==> src/rtl/dispatch_pkg.sv <==
// Shared types and constants for the reservation-station dispatch slice.
package dispatch_pkg;

  localparam int unsigned INT_WIDTH = 73;
  localparam int unsigned LS_WIDTH  = 105;
  localparam int unsigned BR_WIDTH  = 106;

  localparam logic [2:0] RS_NONE       = 3'b000;
  localparam logic [2:0] RS_INTEGER    = 3'b001;
  localparam logic [2:0] RS_BRANCH     = 3'b010;
  localparam logic [2:0] RS_LOAD_STORE = 3'b100;

  typedef struct packed {
    logic [31:0]         pc;
    logic [2:0]          dest;
    logic [BR_WIDTH-1:0] payload;
    logic [4:0]          rd;
    logic [4:0]          rs1;
    logic [4:0]          rs2;
    logic                wr;
    logic                use1;
    logic                use2;
  } dispatch_entry_t;

  // RAW on either source or WAW on the destination; x0 never blocks.
  function automatic logic has_hazard(input logic [4:0] rd, input logic [4:0] rs1,
                                      input logic [4:0] rs2, input logic wr,
                                      input logic use1, input logic use2,
                                      input logic [31:0] busy);
    return (use1 && rs1 != '0 && busy[rs1]) ||
           (use2 && rs2 != '0 && busy[rs2]) ||
           (wr   && rd  != '0 && busy[rd]);
  endfunction

endpackage

==> src/rtl/dispatch_fifo.sv <==
// Circular buffer of decoded entries; count-based full/empty, synchronous flush.
module dispatch_fifo
  import dispatch_pkg::*;
#(
  parameter int unsigned DEPTH = 4
) (
  input  logic            clk,
  input  logic            reset,
  input  logic            flush,
  input  logic            push,
  input  logic            pop,
  input  dispatch_entry_t din,
  output logic            full,
  output logic            empty,
  output dispatch_entry_t head
);

  localparam int unsigned AW = $clog2(DEPTH);

  dispatch_entry_t mem [DEPTH];
  logic [AW-1:0]   rd_ptr;
  logic [AW-1:0]   wr_ptr;
  logic [AW:0]     count;
  logic            do_push;
  logic            do_pop;

  assign full    = (count == (AW+1)'(DEPTH));
  assign empty   = (count == '0);
  assign do_push = push && !full && !flush;
  assign do_pop  = pop && !empty && !flush;
  assign head    = mem[rd_ptr];

  always_ff @(posedge clk or posedge reset) begin
    if (reset) begin
      rd_ptr <= '0;
      wr_ptr <= '0;
      count  <= '0;
    end else if (flush) begin
      rd_ptr <= '0;
      wr_ptr <= '0;
      count  <= '0;
    end else begin
      if (do_push) wr_ptr <= wr_ptr + 1'b1;
      if (do_pop)  rd_ptr <= rd_ptr + 1'b1;
      case ({do_push, do_pop})
        2'b10:   count <= count + 1'b1;
        2'b01:   count <= count - 1'b1;
        default: count <= count;
      endcase
    end
  end

  always_ff @(posedge clk) begin
    if (do_push) mem[wr_ptr] <= din;
  end

endmodule

==> src/rtl/dispatch_unit.sv <==
// Issues buffered decode entries to the reservation stations, one per cycle,
// gated by Execute stall, kill flush and a per-register busy scoreboard.
module dispatch_unit
  import dispatch_pkg::*;
#(
  parameter int unsigned DEPTH = 4,
  parameter int unsigned INT_W = INT_WIDTH,
  parameter int unsigned LS_W  = LS_WIDTH,
  parameter int unsigned BR_W  = BR_WIDTH
) (
  input  logic             clk,
  input  logic             reset,
  input  logic             kill,
  input  logic             stall,
  input  logic             dec_valid,
  output logic             dec_ready,
  input  logic [31:0]      dec_pc,
  input  logic [2:0]       dec_dest,
  input  logic [BR_W-1:0]  dec_payload,
  input  logic [4:0]       dec_rd,
  input  logic [4:0]       dec_rs1,
  input  logic [4:0]       dec_rs2,
  input  logic             dec_wr,
  input  logic             dec_use1,
  input  logic             dec_use2,
  input  logic             complete_valid,
  input  logic [4:0]       complete_rd,
  output logic [31:0]      dispatched_pc,
  output logic [2:0]       rs_destination,
  output logic [INT_W-1:0] rs_integer,
  output logic [LS_W-1:0]  rs_loadstore,
  output logic [BR_W-1:0]  rs_branch
);

  dispatch_entry_t din;
  dispatch_entry_t head;
  logic            full;
  logic            empty;
  logic            push;
  logic            issue;
  logic [31:1]     busy;

  assign din = '{pc: dec_pc, dest: dec_dest, payload: dec_payload, rd: dec_rd,
                 rs1: dec_rs1, rs2: dec_rs2, wr: dec_wr, use1: dec_use1, use2: dec_use2};

  assign dec_ready = !full && !reset;
  assign push      = dec_valid && dec_ready && !kill;
  assign issue     = !empty && !stall && !kill &&
                     !has_hazard(head.rd, head.rs1, head.rs2, head.wr, head.use1,
                                 head.use2, {busy, 1'b0});

  dispatch_fifo #(.DEPTH(DEPTH)) u_fifo (
    .clk   (clk),
    .reset (reset),
    .flush (kill),
    .push  (push),
    .pop   (issue),
    .din   (din),
    .full  (full),
    .empty (empty),
    .head  (head)
  );

  // A register issued and retired in the same cycle stays busy: the new writer wins.
  always_ff @(posedge clk or posedge reset) begin
    if (reset) begin
      busy <= '0;
    end else if (kill) begin
      busy <= '0;
    end else begin
      for (int unsigned i = 1; i < 32; i++) begin
        if (issue && head.wr && head.rd == 5'(i))
          busy[i] <= 1'b1;
        else if (complete_valid && complete_rd == 5'(i))
          busy[i] <= 1'b0;
      end
    end
  end

  always_ff @(posedge clk or posedge reset) begin
    if (reset) begin
      rs_destination <= RS_NONE;
      dispatched_pc  <= '0;
      rs_integer     <= '0;
      rs_loadstore   <= '0;
      rs_branch      <= '0;
    end else if (kill || (!stall && !issue)) begin
      rs_destination <= RS_NONE;
      rs_integer     <= '0;
      rs_loadstore   <= '0;
      rs_branch      <= '0;
    end else if (issue) begin
      rs_destination <= head.dest;
      dispatched_pc  <= head.pc;
      rs_integer     <= (head.dest == RS_INTEGER)    ? head.payload[INT_W-1:0] : '0;
      rs_loadstore   <= (head.dest == RS_LOAD_STORE) ? head.payload[LS_W-1:0]  : '0;
      rs_branch      <= (head.dest == RS_BRANCH)     ? head.payload[BR_W-1:0]  : '0;
    end
  end

endmodule

==> config.mk <==
export PLATFORM = sky130hd
export DESIGN_NAME = dispatch_unit
export DESIGN_NICKNAME = d
export VERILOG_FILES = /design/src/rtl/dispatch_pkg.sv /design/src/rtl/dispatch_fifo.sv /design/src/rtl/dispatch_unit.sv
export SDC_FILE = /design/constraint.sdc
export NUM_CORES = 1
export LEC_CHECK = 0
export ABC_AREA = 1
export BUFFER_PORTS_ARGS = -buffer_cell sky130_fd_sc_hd__buf_2
export CELL_PAD_IN_SITES_DETAIL_PLACEMENT = 0
export CELL_PAD_IN_SITES_GLOBAL_PLACEMENT = 1
export CORE_MARGIN = 3
export CORE_UTILIZATION = 35
export DETAILED_ROUTE_END_ITERATION = 7
export PLACE_DENSITY_LB_ADDON = 0.1
export SLEW_MARGIN = 20
export SYNTH_ARGS = -nofsm -noshare
export SYNTH_HDL_FRONTEND = slang
export SYNTH_SLANG_ARGS = --single-unit
==> constraint.sdc <==
create_clock -name clk -period 17.5 [get_ports clk]
set_input_delay 3.5 -clock clk [delete_from_list [all_inputs] [get_ports clk]]
set_output_delay 3.5 -clock clk [all_outputs]
set_load 0.02 [all_outputs]
==> summary.txt, run 1 <==
Status
  – Status: finished, final reports clean

Global routing
  – First-pass GRT wire length: 191000 um
  – All-layer global routing usage: 20.7%
  – Number of global-route vias before repair: 28900
  – Antenna violations before repair: 63
  – Largest net degree at the start of global routing: 163
  – Congestion Overflow GR: 0

Floorplanning
  – I/O Pins: 490
  – Die Area: 121000 um^2
  – Die Height: 348 um
  – Row count: 124
  – Core footprint: 115000 um^2
  – Die width: 348 um
  – Starting Density: 35.5%

Critical path
  – CP arrival: 4.01 ns
  – Critical-path maximum fanout: 2
  – Worst setup path category: primary input to output port
  – CP Launch Type: primary input
  – CP Data Required Time: 14.00 ns
  – Crit end category: output port

STA
  – Setup TNS: 0 ns
  – Final min period: 7.51 ns
  – RSZ-0062 raised after global routing: false
  – Slew HR: 20.5%
  – Period utilization: 42.9%
  – Fin. Hold Viols: 0
  – Worst slew pin tran: 1.19 ns
  – Max-slew violations: 0
  – Post-Route Skew: 0.0413 ns
  – Worst Hold Slack: 0.466 ns
  – Endpoints failing setup: 0
  – Peak Freq: 0.133 GHz

Clocking
  – Reg clk slew, reported paths: 0.06 ns
  – # clock sinks: 993
  – CTS tree: built
  – Post-CTS setup buffers: 0
  – Clk_lat worst skew: 0.71 ns
  – Max clock buf depth: 3
  – CTS resizes: 0
  – H-Tree Level Count: 3
  – Hold buffers post-CTS: 0
  – CTS Buf Count: 111
  – Clock Tree Root: clkbuf_16

Hold path
  – Hold WC Path Type: register to register

Route
  – DR DRC count: 0
  – ANT nets after route: 0
  – Pre-antenna DRT Iters: 5
  – Post-Route WL: 126000 um
  – DR WL/cell: 21.7 um
  – Via count: 29300
  – DRT iter0 DRCs: 1917
  – Vias per std cell: 5.03

Finish
  – Fillers: 11300
  – Area grow syn2layout: 17.6%
  – Fraction of layout cells with a size suffix above 1: 17.7%
  – Most common cell after layout, fill and taps aside: nand2_1
  – Final cell count without fillers: 5825
  – Most frequent cells in the layout: nand2_1 (1106), edfxtp_1 (636), buf_2 (489)
  – Register Area: 28000 um^2
  – Area of the multi-input gates: 11300 um^2
  – Final instance area: 48100 um^2
  – NumNets Final: 4364

Yosys
  – Fraction of synthesized cell area in xor and xnor cells: 0.0214%
  – Count of cell types in the netlist: 38
  – Synth Cell Area: 40900 um^2
  – Post-synthesis net count: 3979
  – Synth Area in Compound Gates: 6.80%
  – Cells after Synth: 3804
  – Largest family of logic cells by synthesized area: simple AND/OR/NAND/NOR gates
  – Syn Area/Cell: 10.8 um^2
  – FF+latch count, synth: 993
  – Synth Area in Simple Gates: 20.3%
  – Sequential area share after synthesis: 68.5%
  – Synth Warn #: 0
  – Post-Synth Adder-Cell Area: 0.171%
  – Mux cell area share after synthesis: 0%

Power
  – Peak supply drop: 0.0968 mV
  – Leakage: 21.1 nW
  – Power Dens Cells: 137 nW/um^2

Placement
  – GP Congestion: 0.797
  – DP Wirelength: 76400 um
  – Placed insts: 5587
  – DP Area: 44400 um^2
  – PortBufs: 489

Run
  – Maxcap violations: 0
## synth_stat cells (all sizes together)
library cell | count | area (um^2)
o21ai | 125 | 626
edfxtp | 636 | 19100
xnor2 | 1 | 8.76
nor2 | 399 | 1520
fa | 1 | 20.0
a32o | 92 | 921
or2 | 39 | 244
a32oi | 16 | 140
inv | 105 | 397
dfrtp | 357 | 8930
nor3b | 1 | 7.51
a21oi | 145 | 726
nand3b | 4 | 30.0
clkbuf | 128 | 480
buf | 128 | 822
ha | 4 | 50.1
o22ai | 34 | 213
nand2 | 1113 | 4190
a31oi | 1 | 6.26
nand4 | 1 | 6.26
nor3 | 23 | 125
a21boi | 1 | 7.51
o31ai | 16 | 120
a41oi | 1 | 8.76
o211ai | 2 | 15.0
nand3 | 431 | 2200
## final cells by class
cell class                      instances  share of cell area, %
Antenna cell                           25                  0.130
Clock buffer                          157                   6.32
Clock inverter                         55                   1.22
Inverter                              105                  0.876
Multi-Input combinational cell       2450                   23.4
Sequential cell                       993                   58.3
Tap cell                             1512                   3.93
Timing Repair Buffer                  528                   5.86
## sequential cells by signal (all words and copies together) (netlist names)
name	cells
busy	31
dispatched_pc	32
rs_branch	106
rs_destination	3
rs_integer	73
rs_loadstore	105
u_fifo.count	3
u_fifo.mem	636
u_fifo.rd_ptr	2
u_fifo.wr_ptr	2
## kinds of logic (layout without fill, tap and decap cells)
family,after synthesis,in the layout
simple gates,2011,2011
xor+xnor,1,1
fa+ha+maj,5,5
flops,993,993
other cells,0,25
compound gates,433,433
buf+inv,361,845
## critical path, stage by stage
cell	delay, ns
buf_2	0.13
a31oi_1	0.17
buf_2	0.20
## layer usage
metal / track usage [%] / vias to the layer above / share of wire [%]
met2: 33.6 / 684 / 47
met3: 5.85 / 218 / 6.6
met1: 27.4 / 14500 / 44
li1: - / 13800 / -
met4: 5.32 / 32 / 2.4
met5: 0 / - / 0.17
## power by group
group          total, mW  internal (mW)  switching, mW
combinational       1.60          0.405           1.20
sequential          2.68           2.60         0.0821
clock               2.31           1.35          0.965
total               6.60           4.35           2.25
## worst paths after layout
kind                                        from          endpoint  slack (ns)  cells past startpoint
worst min register to register  dispatched_pc[0]  dispatched_pc[0]        0.47                      2
max in group asynchronous                  reset     rs_branch[58]       12.28                      4
worst max-delay path                       reset         dec_ready        9.99                      3
min in group asynchronous                  reset   u_fifo.count[1]        2.92                      2
worst min-delay path            dispatched_pc[0]  dispatched_pc[0]        0.47                      2
worst max register to register  u_fifo.rd_ptr[1]   rs_loadstore[5]       10.88                     21
## metrics by stage
step / util (%) / setup slack, ns / total power [mW]
2_1_floorplan: - / 4.09 / 3.80
3_3_place_gp: 38.6 / 9.48 / 4.37
3_5_place_dp: 38.6 / 9.44 / 4.37
4_1_cts: 41.7 / 9.98 / 6.70
5_1_grt: 41.8 / 9.92 / 6.95
6_report: 41.8 / 9.99 / 6.60
No activity file was read; power rests on OpenSTA's default activity.
==> run 2, diff against run 1 <==
==> constraint.sdc (replaced) <==
create_clock -name clk -period 7.4 [get_ports clk]
set_input_delay 1.48 -clock clk [delete_from_list [all_inputs] [get_ports clk]]
set_output_delay 1.48 -clock clk [all_outputs]
set_load 0.02 [all_outputs]
==> summary.txt, run 2 (same netlist as run 1, synthesis figures left out) <==
Critical path
  – CP Launch Type: register
  – Reg2Reg Setup Slack: 2.33 ns (-8.55 ns)
  – CP Capture Point: rs_branch[13]
  – CP cell instances: buf_4 > nand2_1 > nand3_4 > nand2_2 > o21ai_1 > nand2_1 > nand2_1 > a21boi_0 > nand2_1 > nand2_1 > nand2_1 > nand2_1 > nor2_4 > buf_4 > buf_4 > o21ai_0 > o21ai_0 > nor2_1
  – Crit path max-delay family: buffers and inverters
  – RR Startpoint: u_fifo.rd_ptr[0]
  – CP Data Required Time: 7.94 ns (-6.06 ns)
  – CP arrival: 5.61 ns (+1.60 ns)
  – Crit end category: register
  – Critical-path maximum fanout: 84 (+82)
  – Top cell by count, worst path: nand2_1
  – Bufs and invs on worst path: 3 (+1)
  – Critical path startpoint: u_fifo.rd_ptr[0]
  – Worst setup path category: register to register
  – Slowest CP cell: buf_4
  – Critical R2R Capture: rs_branch[13]
  – Worst R2R Path Depth: 18 (-14%)
  – WP depth: 18 (+15)
  – Max incr delay on CP: 0.79 ns (+0.59 ns)

Clocking
  – CTS tree: built
  – Hold buffers post-CTS: 0 (unchanged)
  – Reg clk slew, reported paths: 0.06 ns (about the same)
  – Clock Tree Root: clkbuf_16
  – Max clock buf depth: 3 (unchanged)
  – # clock sinks: 993 (unchanged)
  – CTS Buf Count: 111 (unchanged)
  – CTS resizes: 0 (unchanged)
  – Post-CTS setup buffers: 0 (unchanged)
  – Clk_lat worst skew: 0.70 ns (about the same)
  – H-Tree Level Count: 3 (unchanged)

Placement
  – Placed insts: 5591 (+0.072%)
  – DP Wirelength: 77600 um (+1.7%)
  – PortBufs: 489 (unchanged)
  – GP Congestion: 0.840 (+5.3%)

Floorplanning
  – Core footprint: 115000 um^2 (unchanged)
  – Die Height: 348 um (unchanged)
  – Die Area: 121000 um^2 (unchanged)
  – Die width: 348 um (unchanged)
  – I/O Pins: 490 (unchanged)
  – Row count: 124 (unchanged)
  – Starting Density: 35.5% (unchanged)

Run
  – Maxcap violations: 0 (unchanged)

Finish
  – Max reg flops: 636 (unchanged)
  – Most common cell after layout, fill and taps aside: nand2_1
  – NumNets Final: 4367 (+0.069%)
  – Most frequent cells in the layout: nand2_1 (1106), edfxtp_1 (636), buf_2 (489)
  – Fraction of layout cells with a size suffix above 1: 17.6% (-0.074 points)
  – Top reg by flops: u_fifo.mem
  – Final cell count without fillers: 5816 (-0.15%)
  – Area grow syn2layout: 17.5% (about the same)
  – Biggest regs: u_fifo.mem (636), rs_branch (106), rs_loadstore (105)

Route
  – DR DRC count: 0 (unchanged)
  – Post-Route WL: 127000 um (+0.26%)
  – Pre-antenna DRT Iters: 5 (unchanged)
  – ANT nets after route: 0 (unchanged)
  – Vias per std cell: 5.00 (-0.69%)
  – Via count: 29100 (-0.85%)
  – DR WL/cell: 21.8 um (+0.41%)
  – DRT iter0 DRCs: 2014 (+5.1%)

Global routing
  – Antenna violations before repair: 41 (-35%)
  – Congestion Overflow GR: 0 (unchanged)
  – Number of global-route vias before repair: 28800 (-0.49%)
  – Largest net degree at the start of global routing: 184 (+13%)
  – First-pass GRT wire length: 191000 um (about the same)
  – All-layer global routing usage: 20.7% (about the same)

STA
  – Worst slew pin tran: 1.12 ns (-0.0746 ns)
  – Post-Route Skew: 0.0203 ns (-0.0210 ns)
  – Setup TNS: 0 ns (unchanged)
  – Fin. Hold Viols: 0 (unchanged)
  – Final min period: 5.07 ns
  – Period utilization: 68.6%
  – Peak Freq: 0.197 GHz
  – Max-slew violations: 0 (unchanged)
  – Slew HR: 25.4% (+5.0 points)
  – Endpoints failing setup: 0 (unchanged)
  – RSZ-0062 raised after global routing: false

Power
  – Power Dens Cells: 322 nW/um^2 (+130%)
  – Peak supply drop: 0.185 mV (+92%)
  – Leakage: 21.0 nW (-0.13%)

Status
  – Status: finished, final reports clean

Hold path
  – Hold WC Path Type: register to register
-- run 2: cell types whose count changed in the layout (fill, tap and decap cells not counted), moves of 2 or more --
cell and delta:
buf_6 -2, buf_12 +6, clkbuf_1 +5, clkinv_2 -3
diode_2 -10
-- run 2: metrics by stage --
step	setup WS, ns	hold slack [ns]	utilization [%]	power [mW]	instance area (um^2)
6_report	2.33	0.466	41.8	15.5	48100
5_1_grt	1.86	0.484	41.8	16.3	48100
4_1_cts	2.29	0.468	41.7	15.7	48000
3_5_place_dp	2.32	0.453	38.7	10.3	44500
3_3_place_gp	2.32	0.448	38.7	10.3	44500
2_1_floorplan	-2.19	0.518	-	8.99	40900
-- run 2: worst min-delay path by stage --
stage                     cells past startpoint                 to  slack [ns]         startpoint
after global routing                          2  dispatched_pc[27]        0.48  dispatched_pc[27]
after detailed placement                      2  dispatched_pc[18]        0.45  dispatched_pc[18]
after global placement                        2   dispatched_pc[4]        0.45   dispatched_pc[4]
final                                         2  dispatched_pc[18]        0.47  dispatched_pc[18]
after CTS                                     2  dispatched_pc[18]        0.47  dispatched_pc[18]
after floorplan                               2           busy[12]        0.52           busy[12]
-- run 2: tightest hold or removal path: stages, from the launching register on --
cell and delay, ns:
dfrtp_1 0.34, nand2_1 0.05, nand2_1 0.04
-- run 2: area by class of cell --
| cell class | instances | area [um^2] |
|---|---|---|
| well taps | 1512 | 1890 |
| multi-input cells | 2450 | 11300 |
| clock inverters | 49 | 504 |
| repair buffers | 531 | 2890 |
| flip-flops and latches | 993 | 28000 |
| diodes | 15 | 37.5 |
| inverters | 105 | 418 |
| fillers | 11200 | 67000 |
| clock buffers | 161 | 3050 |
-- run 2: report_power, final --
part	switching, mW	internal (mW)	leakage (nW)	total, mW
Clock	2.25	3.14	1.72	5.39
Sequential	0.125	6.15	10.7	6.28
Combinational	2.83	0.962	8.63	3.79
Total	5.21	10.3	21.0	15.5
-- run 2: layer usage --
layer / track usage (%) / vias to the layer above / share of wire [%]
met5: 0 / - / 0.12
met4: 5.12 / 20 / 2.4
met3: 5.87 / 206 / 6.9
met2: 33.5 / 640 / 47
met1: 27.5 / 14300 / 44
li1: - / 13900 / -
